<file path="src/rtl/twowire_dtm_connect_seq.sv">
// Two-Wire DTM connect/disconnect engine: hunts DIO for the magic sequence, checks the
// multidrop address, and drops the link on line reset or on a command-layer request.
//
// state   | meaning
// ST_IDLE | hunting for the magic sequence in the sliding window
// ST_ADDR | collecting the multidrop address, LSB first
// ST_CONN | connected; watching for a line reset or a disconnect command
module twowire_dtm_connect_seq #(
    parameter int unsigned          MAGIC_LEN = 32,
    parameter logic [MAGIC_LEN-1:0] MAGIC     = 32'ha5c3_96e1,
    parameter int unsigned          ADDR_W    = 4,
    parameter int unsigned          DISC_LEN  = 16
) (
    input  logic              dck,
    input  logic              drst_n,
    input  logic              di_q,
    input  logic [ADDR_W-1:0] mdropaddr,
    input  logic              cmd_disconnect,
    output logic              connected,
    output logic              connect_now,
    output logic              disconnect_now,
    output logic              addr_mismatch
);

    localparam int unsigned CNT_W = $clog2(ADDR_W + 1);
    localparam int unsigned OC_W  = $clog2(DISC_LEN + 1);

    typedef enum logic [1:0] {
        ST_IDLE = 2'd0,
        ST_ADDR = 2'd1,
        ST_CONN = 2'd2
    } state_t;

    state_t               state_q, state_d;
    logic [MAGIC_LEN-1:0] sr_q, sr_d, sr_shift;
    logic [ADDR_W-1:0]    addr_q, addr_d, addr_shift;
    logic [CNT_W-1:0]     bit_cnt_q, bit_cnt_d;
    logic [OC_W-1:0]      ones_q, ones_d;
    logic                 cn_d, dn_d, am_d;
    logic                 line_reset;

    // Newest bit enters at the MSB so the oldest bit of the window sits in the LSB.
    assign sr_shift   = MAGIC_LEN'({di_q, sr_q} >> 1);
    assign addr_shift = ADDR_W'({di_q, addr_q} >> 1);
    assign line_reset = di_q && (ones_q == OC_W'(DISC_LEN - 1));

    always_comb begin
        state_d   = state_q;
        sr_d      = sr_q;
        addr_d    = addr_q;
        bit_cnt_d = bit_cnt_q;
        ones_d    = ones_q;
        cn_d      = 1'b0;
        dn_d      = 1'b0;
        am_d      = 1'b0;

        case (state_q)
            ST_IDLE: begin
                sr_d = sr_shift;
                if (sr_shift == MAGIC) begin
                    state_d   = ST_ADDR;
                    sr_d      = '0;
                    addr_d    = '0;
                    bit_cnt_d = '0;
                end
            end
            ST_ADDR: begin
                addr_d    = addr_shift;
                bit_cnt_d = bit_cnt_q + CNT_W'(1);
                if (bit_cnt_q == CNT_W'(ADDR_W - 1)) begin
                    bit_cnt_d = '0;
                    if (addr_shift == mdropaddr) begin
                        state_d = ST_CONN;
                        ones_d  = '0;
                        cn_d    = 1'b1;
                    end else begin
                        state_d = ST_IDLE;
                        sr_d    = '0;
                        am_d    = 1'b1;
                    end
                end
            end
            ST_CONN: begin
                if (!di_q) begin
                    ones_d = '0;
                end else if (ones_q != OC_W'(DISC_LEN)) begin
                    ones_d = ones_q + OC_W'(1);
                end
                // Both causes collapse into one transition, hence a single pulse.
                if (line_reset || cmd_disconnect) begin
                    state_d = ST_IDLE;
                    ones_d  = '0;
                    sr_d    = '0;
                    dn_d    = 1'b1;
                end
            end
            default: begin
                state_d = ST_IDLE;
                sr_d    = '0;
            end
        endcase
    end

    always_ff @(posedge dck) begin
        if (!drst_n) begin
            state_q        <= ST_IDLE;
            sr_q           <= '0;
            addr_q         <= '0;
            bit_cnt_q      <= '0;
            ones_q         <= '0;
            connected      <= 1'b0;
            connect_now    <= 1'b0;
            disconnect_now <= 1'b0;
            addr_mismatch  <= 1'b0;
        end else begin
            state_q        <= state_d;
            sr_q           <= sr_d;
            addr_q         <= addr_d;
            bit_cnt_q      <= bit_cnt_d;
            ones_q         <= ones_d;
            connected      <= (state_d == ST_CONN);
            connect_now    <= cn_d;
            disconnect_now <= dn_d;
            addr_mismatch  <= am_d;
        end
    end

endmodule

</file>
<file path="config.mk">
export PLATFORM = sky130hd
export DESIGN_NAME = twowire_dtm_connect_seq
export DESIGN_NICKNAME = d
export VERILOG_FILES = /design/src/rtl/twowire_dtm_connect_seq.sv
export SDC_FILE = /design/constraint.sdc
export NUM_CORES = 1
export LEC_CHECK = 0
export ABC_AREA = 1
export CAP_MARGIN = 20
export CORE_MARGIN = 4
export CORE_UTILIZATION = 30
export DETAILED_ROUTE_END_ITERATION = 7
export PLACE_DENSITY_LB_ADDON = 0.2
export SYNTH_ARGS = -nofsm -noshare
export SYNTH_HDL_FRONTEND = slang
export SYNTH_SLANG_ARGS = --single-unit
</file>
<file path="constraint.sdc">
create_clock -name dck -period 2.5 [get_ports dck]
set_input_delay 0.25 -clock dck [delete_from_list [all_inputs] [get_ports dck]]
set_output_delay 0.25 -clock dck [all_outputs]
set_load 0.03 [all_outputs]
</file>
==> metrics.yaml, run 1 <==
outcome:
  status: "complete, no violations"
sta:
  finalHoldViolCount: 0
  fmax_ghz: 0.5400
  layout_min_cycle_time_ps: 1852
  setup_tns_ps: 0
  relSlewSlack_pct: 64.37
  fin_skew_ps: 10.14
  worst_slew_pin_slew_ps: 533.1
  min_period_over_period_pct: 74.08
  rsz0062_at_grt: "no"
  slew_violations: 0
  setup-violations-final: 0
floorplan:
  io_pins: 12
  core_sq_um: 7292
  die_w_microns: 94.93
  die-area_sq_um: 9012
  chipHeight_microns: 94.93
  rows: 31
  start_util_pct: 31.09
power_and_ir_drop:
  leakagePower_nw: 0.8814
  power_frac_clock_pct: 40.8
  switching_share_pct: 21.55
  seq_power_share_pct: 55.8
  power.density_nw_per_um2: 534.3
  p_int_w: 0.001082
  p_total_w: 0.001379
  switching_power_w: 0.0002972
  power.ir.vdd_worst_v: 0.0002515
  pwr-share-comb_pct: 3.5
synthesis:
  synth_nets: 345
  yosys-top-cells-area: "dfxtp_1, nand2_1, a21oi_1, nand3_1, inv_1"
  yosysSeqAreaShare_pct: 42.38
  yosysMostFrequentCell: "nand2_1"
  ys_warn_count: 0
  netlist_area_sq_um: 2267
  avgSynthCellArea_sq_um: 6.808
  synth_ff_type: "dfxtp_1"
  synth.top_cells.by_count: "nand2_1, dfxtp_1, a21oi_1, inv_1, nand3_1"
  yosysTopAreaCellShare_pct: 42.38
  synth_cell_types: 25
  yosys_register_bits: 48
  synthCells: 333
  async_flop_share_pct: 0
  synth_top_cell_by_area: "dfxtp_1"
  synth_edf_count: 0
clock_network:
  worst_skew_pair.late_latency_ps: 300
  cts_root_buf: "clkbuf_8"
  cts_made_buffers: 5
  clk_pin_slew_ps: 100
  ctsResizeCount: 0
  cts_tree: "yes"
  clockBufferDepth: 2
  cts_htree_levels: 2
  cts_sinks: 48
  cts_setup_buffers: 0
  postCtsHoldBufs: 0
final_layout:
  layout.nets: 355
  num-fill-cells: 826
  finish.instance_area_sq_um: 2581
  synthToLayoutAreaGrowth_pct: 13.85
  diodes: 0
  final_layout_size_suffix_gt1_share_pct: 7.849
setup_path:
  crit_type: "reg -> reg"
  required_ps: 2670
  critPathLaunchType: "register"
  arrival_ps: 2030
  worstSetupEndpointType: "register"
  slowest_delay_ps: 390
  reg2reg_depth: 11
  path_cells: "ha_1, nand2_1, nor2_1, ha_1, a21oi_4, nand2_2, nor2_1, nor2_2, nand2_2, nand2_1, a21oi_1"
  cpMaxStageDelayCell: "dfxtp_1"
  critPathMaxFanout: 6
grt:
  first_global_vias: 1839
  antenna_found_initial: 0
  grt.overflow.total: 0
  grt_max_degree: 37
  grt_pass1_wl_microns: 8576
  grt_usage_pct: 11.87
drt:
  post_drt_wl_per_cell_microns: 11.07
  vias: 2014
  vias_per_cell: 4.546
  drtIter0Drc: 115
  totalWireLength_microns: 4903
  detail-route-antenna-nets: 0
  drc: 0
  first_pass_iters: 4
min_path:
  hold_depth: 2
  hold_path.class: "reg -> reg"
job:
  drv_cap: 0
placement:
  dpl-instance-area_sq_um: 2470
  hpwl_microns: 3304
  gp_congestion: 0.8224
  io_buffers: 11
-- routing by layer --
layer	global-route usage (%)	vias up	share of wire, %
met5	0	-	0
met4	3.606	0	1.1
met3	2.629	5	2.7
met2	18.56	21	45
met1	16.25	915	51
li1	-	1073	-
-- power groups by stage --
stage	clock network (W)	logic [W]	registers, W
floorplan	0	0.0000279	0.000786
global placement	0	0.0000474	0.000787
detailed placement	0	0.0000479	0.000787
CTS	0.000584	0.0000480	0.000769
global route	0.000620	0.0000536	0.000770
finish	0.000562	0.0000476	0.000769
-- placed cells by master (no fill, tap or decap), types with 5 or more instances in the layout --
cell type,synthesis,layout
clkbuf_8,0,5
clkdlybuf4s50_1,0,11
nand3_1,33,33
nor2_1,30,29
dfxtp_1,48,48
nand2_1,103,103
a21oi_1,42,42
inv_1,34,34
-- logic make-up (layout without fill, tap and decap cells) --
| group | Yosys count | after routing | share of synthesized area, % |
|---|---|---|---|
| AO/OA/AOI/OAI | 44 | 44 | 10.21 |
| XOR/XNOR | 1 | 1 | 0.3864 |
| adder cells (fa/ha/maj) | 4 | 4 | 2.208 |
| buffers and inverters | 51 | 62 | 9.823 |
| flip-flops | 48 | 48 | 42.38 |
| AND/OR/NAND/NOR | 185 | 185 | 34.99 |
-- registers in the layout (all words and copies together) (netlist names) --
name            cells
sr_q               31
ones_q              5
addr_q              3
bit_cnt_q           3
state_q             2
addr_mismatch       1
connect_now         1
connected           1
disconnect_now      1
-- through the flow --
stage / hold WS, ps / util [%] / std cells / worst slack (ps)
final: 471.1 / 35.40 / 443 / 648.1
after global routing: 487.1 / 35.40 / 443 / 452.9
after CTS: 474.8 / 35.40 / 443 / 627.8
after detailed placement: 459.4 / 33.87 / 435 / 534.9
after global placement: 446.6 / 33.87 / 435 / 580.1
after floorplan: 388.4 / - / 333 / 878.2
-- layout make-up --
type,instances,area [sq um],area share [%]
Multi-Input combinational cell,234,1086,42.07
Sequential cell,48,960.9,37.23
Timing Repair Buffer,15,152.6,5.914
Inverter,39,146.4,5.671
Tap cell,99,123.9,4.799
Clock buffer,5,68.82,2.666
Clock inverter,3,42.54,1.648
-- critical path, delay by kind of cell, from the launching register on --
kind / cells / cell delay (ps)
flip-flops: 1 / 390
AO/OA/AOI/OAI: 2 / 150
AND/OR/NAND/NOR: 7 / 790
adder cells (fa/ha/maj): 2 / 400
-- worst paths after layout --
path | from | endpoint | slack [ps]
min | sr_q[22] | sr_q[21] | 470
min reg2reg | sr_q[22] | sr_q[21] | 470
max | ones_q[0] | ones_q[3] | 650
max reg2reg | ones_q[0] | ones_q[3] | 650
Power figures use the tool's default switching activity.
==> run 2, diff against run 1 <==
- clock period: 2.5 -> 1.7 ns (I/O delays scaled with it)
==> metrics.yaml, run 2 (synthesis gave the netlist of run 1 again) <==
outcome:
  status: "complete, no violations"
grt:
  grt_pass1_wl_microns: 9356  # +9.1%
  antenna_found_initial: 0  # unchanged
  grt.overflow.total: 0  # unchanged
  first_global_vias: 2058  # +12%
  grt_max_degree: 32  # -14%
  grt_usage_pct: 13.01  # +1.1 points
sta:
  fmax_ghz: 0.6003  # +11%
  rsz0062_at_grt: "yes"
  finalHoldViolCount: 0  # unchanged
  min_period_over_period_pct: 98.00  # +24 points
  worst_slew_pin_slew_ps: 313.5  # -219.7 ps
  layout_min_cycle_time_ps: 1666  # -185.9 ps
  slew_violations: 0  # unchanged
  fin_skew_ps: 7.129  # -3.015 ps
  setup-violations-final: 0  # unchanged
  relSlewSlack_pct: 79.04  # +15 points
  setup_slack_ps: 34.03  # -614.1 ps
final_layout:
  layout.nets: 375  # +5.6%
  largest_register: "sr_q"
  multi_input_area_sq_um: 1289  # +19%
  seqCellArea_sq_um: 963.4  # +0.26%
  diodes: 0  # unchanged
  finish.instance_area_sq_um: 2988  # +16%
  synthToLayoutAreaGrowth_pct: 31.79
  stdcell_count: 463  # +4.5%
  most-common-layout-cells: "nand2_1, dfxtp_1, inv_1, nand3_1, nor2_1"
  top_regs: "sr_q (31), ones_q (5)"
  largest_register_ffs: 31  # unchanged
  final_layout_size_suffix_gt1_share_pct: 23.35  # +16 points
  num-fill-cells: 797  # -3.5%
  layout_commonest_cell: "nand2_1"
floorplan:
  start_util_pct: 31.09  # unchanged
  die-area_sq_um: 9012  # unchanged
  die_w_microns: 94.93  # unchanged
  core_sq_um: 7292  # unchanged
  chipHeight_microns: 94.93  # unchanged
  rows: 31  # unchanged
  io_pins: 12  # unchanged
setup_path:
  path_cells: "ha_4, nand2_4, nor2_4, ha_4, a21oi_4, nand2_2, buf_6, nand3_4, clkbuf_16, nand2_2, a21oi_2"
  arrival_ps: 1900  # -130 ps
  cpMaxStageDelayCell: "dfxtp_2"
  required_ps: 1940  # -730 ps
  crit_type: "reg -> reg"
  slowest_delay_ps: 340  # -50 ps
  critPathLaunchType: "register"
  worstSetupEndpointType: "register"
  critPathMaxFanout: 8  # +2
power_and_ir_drop:
  p_int_w: 0.001603  # +48%
  power_frac_clock_pct: 40.1  # -0.7 points
  power.ir.vdd_worst_v: 0.0003731  # +48%
  p_total_w: 0.002038  # +48%
  seq_power_share_pct: 55.5  # -0.3 points
  switching_share_pct: 21.32  # -0.23 points
  pwr-share-comb_pct: 4.3  # +0.8 points
  leakagePower_nw: 1.167  # +32%
  switching_power_w: 0.0004345  # +46%
  power.density_nw_per_um2: 682.0  # +28%
clock_network:
  cts_tree: "yes"
  cts_root_buf: "clkbuf_8"
  postCtsHoldBufs: 0  # unchanged
  cts_sinks: 48  # unchanged
  clk_pin_slew_ps: 90  # about the same
  clockBufferDepth: 2  # unchanged
  cts_htree_levels: 2  # unchanged
  cts_made_buffers: 5  # unchanged
  worst_skew_pair.late_latency_ps: 300  # about the same
drt:
  vias: 2131  # +5.8%
  vias_per_cell: 4.603  # +1.2%
  drtIter0Drc: 80  # -30%
  post_drt_wl_per_cell_microns: 11.72  # +5.9%
  drc: 0  # unchanged
  totalWireLength_microns: 5426  # +11%
  detail-route-antenna-nets: 0  # unchanged
  first_pass_iters: 4  # unchanged
placement:
  hpwl_microns: 3592  # +8.7%
  dp_slack_ps: -135.0  # -669.9 ps
  io_buffers: 11  # unchanged
  dpl-instance-area_sq_um: 2580  # +4.5%
  gp_congestion: 0.7601  # -7.6%
  post-place-cells: 448  # +3.0%
min_path:
  hold_path.class: "reg -> reg"
job:
  drv_cap: 0  # unchanged
## run 2: cell count changes in the layout (fill, tap and decap cells not counted), moves of 4 or more
cell / previous run / this run
a21oi_1: 42 / 24
a21oi_2: 0 / 18
buf_4: 3 / 18
nand2_1: 103 / 89
nand2_4: 0 / 10
nand2_2: 4 / 8
## run 2: cell type report
type,count,area share (%)
inverter,39,4.899
multi-input combinational,234,43.13
timing repair buffer,35,11.98
clock inverter,2,1.173
clock buffer,6,2.429
tap,99,4.146
sequential,48,32.24
## run 2: worst max-delay path: cells and delay by family (launching register included)
family,cells,cell delay (ps)
buf+inv,2,330
fa+ha+maj,2,310
compound gates,2,250
simple gates,5,370
flops,1,340
## run 2: path summary, 6_finish.rpt
check / end / from / slack (ps) / cells after the start
worst max-delay path: sr_q[29] / ones_q[0] / 30 / 11
worst min-delay path: sr_q[1] / sr_q[1] / 480 / 2
worst max register to register: sr_q[29] / ones_q[0] / 30 / 11
worst min register to register: sr_q[1] / sr_q[1] / 480 / 2
## run 2: layer usage
layer | global-route usage, % | part of all wire [%] | vias up | routed length (microns)
met5 | 0 | 0 | - | 0
met4 | 4.087 | 0.98 | 0 | 53
met3 | 2.869 | 2.0 | 4 | 108
met2 | 21.61 | 47 | 17 | 2568
met1 | 16.73 | 50 | 999 | 2695
li1 | - | - | 1111 | -
## run 2: stage by stage
stage | hold slack, ps | utilization [%] | TNS, ps
3_3_place_gp | 449.8 | 35.38 | -2328
5_1_grt | 510.0 | 40.97 | -1328
4_1_cts | 475.6 | 37.95 | -10.29
6_report | 476.9 | 40.97 | 0
2_1_floorplan | 308.4 | - | 0
3_5_place_dp | 459.8 | 35.38 | -2655
## run 2: repair_timing
item                                    in CTS  in global routing
cloned                                       0                  3
endpoints found under the setup margin       5                 36
setup buffers                                4                  0
gates resized for setup                     14                 41
pin swaps                                   10                 16
## run 2: power by group through the flow
stage | registers, W | logic [W] | clock network, W
CTS | 0.00113 | 0.0000851 | 0.000848
global route | 0.00113 | 0.0000983 | 0.000895
floorplan | 0.00116 | 0.0000410 | 0
finish | 0.00113 | 0.0000885 | 0.000818
global placement | 0.00116 | 0.0000818 | 0
detailed placement | 0.00116 | 0.0000826 | 0
==> run 3, diff against run 2 <==
- GPL_TIMING_DRIVEN: default -> 0
==> metrics.yaml, run 3 (synthesis gave the netlist of run 1 again) <==
final_layout:
  stdcell_count: 456  # -1.5%
  utilization_pct: 37.08  # -3.9 points
  final_layout_size_suffix_gt1_share_pct: 11.48  # -12 points
  most-common-layout-cells: "nand2_1, dfxtp_1, a21oi_1, inv_1, nand3_1"
  layout_commonest_cell: "nand2_1"
  num-fill-cells: 813  # +2.0%
  layout.nets: 368  # -1.9%
  top_regs: "sr_q (31), ones_q (5)"
  synthToLayoutAreaGrowth_pct: 19.26
  largest_register_ffs: 31  # unchanged
  largest_register: "sr_q"
  diodes: 0  # unchanged
grt:
  grt.overflow.total: 0  # unchanged
  grt_usage_pct: 11.72  # -1.3 points
  grt_pass1_wl_microns: 8418  # -10%
  antenna_found_initial: 0  # unchanged
  grt_max_degree: 15  # -53%
  first_global_vias: 1851  # -10%
setup_path:
  required_ps: 1870  # -70 ps
  worstSetupEndpointType: "register"
  crit_type: "reg -> reg"
  critPathLaunchType: "register"
  critPathMaxFanout: 4  # -4
  arrival_ps: 1800  # -100 ps
placement:
  io_buffers: 10  # -1
  dp_slack_ps: -136.9  # -1.852 ps
  hpwl_microns: 3467  # -3.5%
  post-place-cells: 442  # -1.3%
  gp_congestion: 0.7892  # +3.8%
floorplan:
  core_sq_um: 7292  # unchanged
  die_w_microns: 94.93  # unchanged
  chipHeight_microns: 94.93  # unchanged
  io_pins: 12  # unchanged
  rows: 31  # unchanged
  die-area_sq_um: 9012  # unchanged
  start_util_pct: 31.09  # unchanged
sta:
  fin_skew_ps: 9.691  # +2.562 ps
  layout_min_cycle_time_ps: 1633  # -32.50 ps
  relSlewSlack_pct: 65.21  # -14 points
  finalHoldViolCount: 0  # unchanged
  min_period_over_period_pct: 96.09  # -1.9 points
  worst_slew_pin_slew_ps: 521.9  # +208.4 ps
  setup-violations-final: 0  # unchanged
  setup_slack_ps: 66.53  # +32.50 ps
  slew_violations: 0  # unchanged
  fmax_ghz: 0.6122  # +2.0%
  rsz0062_at_grt: "yes"
min_path:
  hold_path.class: "in -> reg"
drt:
  post_drt_wl_per_cell_microns: 10.68  # -8.9%
  vias: 2040  # -4.3%
  first_pass_iters: 6  # +2
  detail-route-antenna-nets: 0  # unchanged
  totalWireLength_microns: 4869  # -10%
  drc: 0  # unchanged
  drtIter0Drc: 85  # +6.3%
  vias_per_cell: 4.474  # -2.8%
job:
  drv_cap: 0  # unchanged
power_and_ir_drop:
  power.density_nw_per_um2: 744.8  # +9.2%
  leakagePower_nw: 0.9323  # -20%
  power.ir.vdd_worst_v: 0.0004623  # +24%
clock_network:
  cts_htree_levels: 2  # unchanged
  cts_made_buffers: 5  # unchanged
  postCtsHoldBufs: 0  # unchanged
  cts_root_buf: "clkbuf_8"
  clockBufferDepth: 2  # unchanged
  worst_skew_pair.late_latency_ps: 300  # about the same
  cts_tree: "yes"
  cts_sinks: 48  # unchanged
  clk_pin_slew_ps: 90  # about the same
outcome:
  status: "complete, no violations"
run 3: layout make-up:
cell class                 instances  area (sq um)  area share (%)
multi-input combinational        234          1136           42.02
sequential                        48         963.4           35.63
timing repair buffer              16         148.9           5.507
inverter                          39         146.4           5.414
tap                               99         123.9           4.581
buffer                            12         77.57           2.869
clock buffer                       6         72.57           2.684
clock inverter                     2         35.03           1.296
run 3: where the power goes:
part           switching, W  internal (W)   total, W
logic             0.0000436     0.0000291  0.0000728
registers        0.00000358       0.00113    0.00113
clock network      0.000374      0.000437   0.000810
run 3: through the flow:
step	power, W	setup TNS (ps)	area (sq um)	hold slack [ps]
floorplan	0.001197	0	2267	308.4
global placement	0.001228	-1561	2491	446.8
detailed placement	0.001228	-1854	2491	453.0
CTS	0.002051	0	2659	144.4
global route	0.002106	-65.35	2704	160.7
finish	0.002014	0	2704	156.2
run 3: metal layers:
metal	vias up	wire, microns	share of wire, %	global-route usage, %
met5	-	0	0	0
met4	0	50	1.0	3.606
met3	5	116	2.4	2.629
met2	19	2293	47	19.03
met1	917	2409	49	15.43
li1	1099	-	-	-
run 3: repair_timing:
action,in CTS,in global routing
setup endpoints to repair,35,36
pin swaps,5,7
gates resized for setup,7,9
setup buffers,5,1
run 3: critical path: stages (launching register included):
cell     delay [ps]
dfxtp_2         350
ha_4            150
nand2_2          60
nor2_1           40
ha_2            180
a21oi_4         160
nand2_4         100
nor2_4          130
nor2_4           60
buf_4           140
nand3_1          70
a21oi_1          60
run 3: path summary, 6_finish.rpt:
| path | slack (ps) | end | cells after the start | startpoint |
|---|---|---|---|---|
| worst max-delay path | 70 | ones_q[0] | 11 | ones_q[0] |
| worst min-delay path | 160 | addr_q[3] | 3 | di_q |
| worst max register to register | 70 | ones_q[0] | 11 | ones_q[0] |
| worst min register to register | 470 | bit_cnt_q[0] | 1 | bit_cnt_q[0] |
